File: src/rtl/write_logic_gray.sv
// Write-side pointer/flag controller of an asynchronous FIFO (write clock domain only).
// Gates writes against a registered full flag and derives level flags from a synchronised read pointer.
module write_logic_gray #(
  parameter int depth     = 8,
  parameter int adr_width = $clog2(depth),
  parameter int af_level  = depth - 2
) (
  input  logic                 clk_w,
  input  logic                 reset,
  input  logic                 wr_en,
  input  logic                 ovf_clr,
  input  logic [adr_width:0]   rd_ptr_gray,
  output logic                 write,
  output logic [adr_width:0]   write_adr,
  output logic [adr_width:0]   wr_ptr_gray,
  output logic                 FIFO_full,
  output logic                 almost_full,
  output logic [adr_width:0]   fill_level,
  output logic                 overflow
);

  localparam logic [adr_width:0] af_thresh = (adr_width + 1)'(af_level);

  logic [adr_width:0] wr_bin;
  logic [adr_width:0] bin_next;
  logic [adr_width:0] gray_next;
  logic [adr_width:0] rq1;
  logic [adr_width:0] rq2;
  logic [adr_width:0] rd_bin;
  logic [adr_width:0] full_cmp;

  assign write       = wr_en && !FIFO_full;
  assign write_adr   = wr_bin;
  assign bin_next    = wr_bin + {{adr_width{1'b0}}, write};
  assign gray_next   = bin_next ^ (bin_next >> 1);
  assign almost_full = (fill_level >= af_thresh);

  // Gray to binary: each binary bit is the XOR of all Gray bits at or above it.
  always_comb begin
    rd_bin = '0;
    for (int i = 0; i <= adr_width; i++) begin
      rd_bin[i] = ^(rq2 >> i);
    end
  end

  // Full when our next Gray pointer equals the read pointer with its two top bits inverted.
  generate
    if (adr_width == 1) begin : g_small
      assign full_cmp = ~rq2;
    end else begin : g_wide
      assign full_cmp = {~rq2[adr_width:adr_width-1], rq2[adr_width-2:0]};
    end
  endgenerate

  always_ff @(posedge clk_w or negedge reset) begin
    if (!reset) begin
      rq1         <= '0;
      rq2         <= '0;
      wr_bin      <= '0;
      wr_ptr_gray <= '0;
      FIFO_full   <= 1'b0;
      fill_level  <= '0;
      overflow    <= 1'b0;
    end else begin
      rq1         <= rd_ptr_gray;
      rq2         <= rq1;
      wr_bin      <= bin_next;
      wr_ptr_gray <= gray_next;
      FIFO_full   <= (gray_next == full_cmp);
      fill_level  <= bin_next - rd_bin;
      // A set request takes priority over a simultaneous clear.
      if (wr_en && FIFO_full) begin
        overflow <= 1'b1;
      end else if (ovf_clr) begin
        overflow <= 1'b0;
      end
    end
  end

endmodule
File: config.mk
export PLATFORM = sky130hd
export DESIGN_NAME = write_logic_gray
export DESIGN_NICKNAME = d
export VERILOG_FILES = /design/src/rtl/write_logic_gray.sv
export SDC_FILE = /design/constraint.sdc
export NUM_CORES = 1
export LEC_CHECK = 0
export CORE_MARGIN = 1.5
export CORE_UTILIZATION = 53
export DETAILED_ROUTE_END_ITERATION = 8
export DONT_BUFFER_PORTS = 1
export HOLD_SLACK_MARGIN = 0.03
export PLACE_DENSITY_LB_ADDON = 0.08
export SYNTH_ARGS = -nofsm -noshare
export SYNTH_HDL_FRONTEND = slang
export SYNTH_SLANG_ARGS = --single-unit
File: constraint.sdc
create_clock -name clk_w -period 1.8 [get_ports clk_w]
set_input_delay 0.18 -clock clk_w [delete_from_list [all_inputs] [get_ports clk_w]]
set_output_delay 0.18 -clock clk_w [all_outputs]
set_load 0.005 [all_outputs]
# Word-level counts from Yosys, hierarchy flattened
# Cells that the tools add are included.
# totals
in_bits,8
output_inout_bits,16
regBits,22
elab_cells,23
# op_classes
magnitude_cmp,1
bitwise_logic,2
n_reduce_logical,8
mux,2
n_eq_ne,1
addsub,2
# ops
operator,n
$reduce_xor A4 Y1,4
$add A4 B1 Y4,1
$eq A4 B4 Y1,1
$ge A4 B3 Y1 const B,1
$sub A4 B4 Y4,1
$xor A4 B3 Y4,1
$logic_and A1 B1 Y1,2
$mux W1,2
$not A2 Y2,1
$reduce_bool A2 Y1,1
$logic_not A1 Y1,1

# Depth between registers and ports, before layout
# depth
ltp_word,5
mapped_depth,9
mapped_depth_nobuf,9

# Least setup slack after synthesis
# No wires, ideal clock.
# synth_timing
path_type,register to register
from,register FIFO_full
to,register fill_level[3]
setup_slack_ps,-234
stages_incl_launch_ff,9
path_buffers,0
setup_ps,130
period_less_slack_ps,2034
arrival_time_ps,1904
required_ps,1670
cell_sequence,dfrtp_1 > nor2b_1 > ha_1 > ha_1 > xor2_2 > ha_1 > a31o_1 > a21oi_2 > xnor2_1
# synth_via
elab_chain_len,4
# synth_rtl
item,line,source
from (decl),16,"output logic FIFO_full,"
from (signal assigned),69,FIFO_full <= (gray_next == full_cmp);
$logic_not A1 Y1,32,assign write = wr_en && !FIFO_full;
$logic_and A1 B1 Y1,32,
named net write,13,"output logic write,"
$add A4 B1 Y4,34,"assign bin_next = wr_bin + {{adr_width{1'b0}}, write};"
named net bin_next[2],25,logic [adr_width:0] bin_next;
$sub A4 B4 Y4,70,fill_level <= bin_next - rd_bin;
to (signal assigned),70,
to (decl),18,"output logic [adr_width:0] fill_level,"
# The timed path passes the listed nets, and every way through them passes these cells.
# A chain may end at the register's enable or synchronous reset.

# Worst setup path after layout
# layout_timing
from,register FIFO_full
to,register FIFO_full
# layout_via
elab_chain_len,5
# layout_rtl
item,line,source
$logic_not A1 Y1,32,
$logic_and A1 B1 Y1,32,
$add A4 B1 Y4,34,
named net bin_next[2],25,
$xor A4 B3 Y4,35,assign gray_next = bin_next ^ (bin_next >> 1);
$eq A4 B4 Y1,69,
# The timed path passes the listed nets, and every way through them passes these cells.

==> flow_summary.ini <==
[layout]
num-nets-final = 101
antennaDiodeCount = 0
final_cell_mix = dfrtp_1, buf_4, xnor2_1
seqCellArea_um2 = 526
multi_input_area_um2 = 395
layout_commonest_cell = dfrtp_1
layout-drive-gt1-share_pct = 32.2
area_growth_pct = 29.2
fill_cells = 110
final_core_util_pct = 74.4

[synth]
ys_seq_area_share_pct = 59.2
ys_types = 19
syn_inst = 66
syn_area_um2 = 887
avgSynthCellArea_um2 = 13.4
synth_fp_nets = 79
ys_warn_count = 0
synth_seq_cells = 21

[floorplanning]
io_pins = 24
dieArea_um2 = 1930
rows = 14
core-area_um2 = 1540
fp.dieH_um = 43.9
start_util_pct = 57.5
dieWidth_um = 43.9

[cts]
clockBufferDepth = 2
path_clk_slew_ns = 0.11
clockRootBuffer = clkbuf_4
cts_max_level = 1
cts.sinks = 21
cts_tree = yes
worst_skew_pair.late_latency_ns = 0.30
cts_buffers = 3

[grt]
grt_pass1_vias = 595
grt_pass1_wl_um = 2350
grt_overflow = 0
grt_usage_pct = 17.8
grt_max_degree = 22
grt_antenna_before_repair = 0

[run_status]
status = finished, violations left
violations = negative setup slack

[detailed_routing]
num_vias = 548
ant_nets = 0
drt_iter0_markers = 7
via_per_inst = 5.32
remaining_drc_errors = 0
dr.pass1.iters = 3
wl_um = 1430
wl_per_cell_um = 13.9

[placed_design]
port_buffers = 0
hpwl_um = 1080
gp_congestion = 0.734

[power_and_ir_drop]
p_total_mw = 2.17
p_leak_nw = 0.508
vdd_drop_max_mv = 1.25
powerDensity_nw_per_um2 = 1890

[timing]
slew_headroom_pct = 41.0
tightest_slew_ns = 0.882
hold_violations = 0
drv_slew = 0
clock.fmax_ghz = 0.535
clock_skew_ns = 0.000870
setup_violations = 3
layout_min_cycle_time_ns = 1.87
fin_crit_sh_pct = 104
setup_ws_ns = -0.0697
rsz0062_at_grt = yes

[worst_setup_path]
cp_data_required_time_ns = 2.02
cpMaxStageDelayCell = dfrtp_1
startpoint_type = flop
path_max_fanout = 3
arrival_ns = 2.09
crit_type = flop to flop
endpoint_kind = flop
cpPeakStageDelay_ns = 0.41
cp_cell_sequence = nor2b_2 -> ha_2 -> ha_4 -> xor2_4 -> xor2_1 -> or3_1 -> a211oi_2

[worst_hold_path]
hp-class = input pin to flop

[run]
max_cap_violations = 0
-- kinds of logic after synthesis --
family                     synth area share, %
AOI/OAI and AO/OA                         8.04
xor gates and xnor gates                  18.5
adders and majority gates                 7.05
buffers and inverters                     3.39
DFF                                       59.2
and+or+nand+nor                           3.81
-- final cells by class --
class / count / share of cell area, %
well taps: 16 / 1.75
multi-input cells: 38 / 34.5
flip-flops and latches: 21 / 45.9
repair buffers: 19 / 14.0
inverters: 5 / 1.64
clock buffers: 4 / 2.29
-- power breakdown --
| part | switching (mW) | leakage, nW | internal (mW) |
|---|---|---|---|
| clock network | 0.133 | 0.0150 | 0.0863 |
| registers | 0.153 | 0.249 | 0.647 |
| logic | 0.533 | 0.243 | 0.618 |
-- worst max-delay path: cells and delay by family (launching register included) --
kind                       cells  cell delay, ns
AOI/OAI and AO/OA              1            0.18
xor gates and xnor gates       2            0.31
adders and majority gates      2            0.38
DFF                            1            0.41
and+or+nand+nor                2            0.51
-- final timing paths --
kind	slack (ns)	to	start	cells after the start
max reg2reg	-0.07	FIFO_full	FIFO_full	7
max in group asynchronous	0.83	rq1[0]	reset	1
max	-0.07	FIFO_full	FIFO_full	7
min in group asynchronous	0.43	overflow	reset	1
min	0.28	write_adr[0]	wr_en	2
min reg2reg	0.36	rq2[2]	rq1[2]	0
-- synthesized netlist by cell type, drive strengths merged --
library cell | n | area (µm²)
buf | 1 | 7.51
clkbuf | 1 | 3.75
ha | 5 | 62.6
o211ai | 1 | 7.51
a31o | 1 | 8.76
xnor2 | 9 | 78.8
dfrtp | 21 | 526
a21oi | 2 | 17.5
a21o | 1 | 7.51
xor2 | 8 | 85.1
o31ai | 1 | 7.51
a211oi | 1 | 12.5
nand2 | 3 | 11.3
nor2b | 1 | 6.26
inv | 5 | 18.8
o21ai | 2 | 10.0
or3 | 1 | 6.26
nand3 | 2 | 10.0
-- through the flow --
| stage | instance area, µm² | TNS, ns | std cells | hold WS, ns | setup slack [ns] |
|---|---|---|---|---|---|
| floorplan | 937 | -0.100 | 66 | -0.116 | -0.0669 |
| global placement | 1010 | -0.00987 | 89 | -0.115 | -0.00987 |
| detailed placement | 1010 | -0.150 | 89 | -0.115 | -0.0778 |
| CTS | 1120 | -0.178 | 102 | 0.280 | -0.0970 |
| global route | 1150 | -0.397 | 103 | 0.278 | -0.158 |
| finish | 1150 | -0.151 | 103 | 0.278 | -0.0697 |
-- state kept, by name, indices dropped and copies added (netlist names) --
signal	count
rq1	4
overflow	1
write_adr	4
rq2	4
wr_ptr_gray	3
FIFO_full	1
fill_level	4
-- routing by layer --
layer	routed length, µm	global-route usage, %	vias up
met5	0	0	-
met3	68	4.17	0
met1	552	17.3	274
li1	-	-	255
met4	0	9.09	0
met2	813	33.8	19
-- repair_timing --
action                                  CTS  global route
pin swaps                                 3             8
endpoints found under the setup margin    2             3
buffers inserted                          2             1
resized for setup                         0             4
hold buffers                              7             0
endpoints found under the hold margin    26             0
No activity file was read; power rests on OpenSTA's default activity.
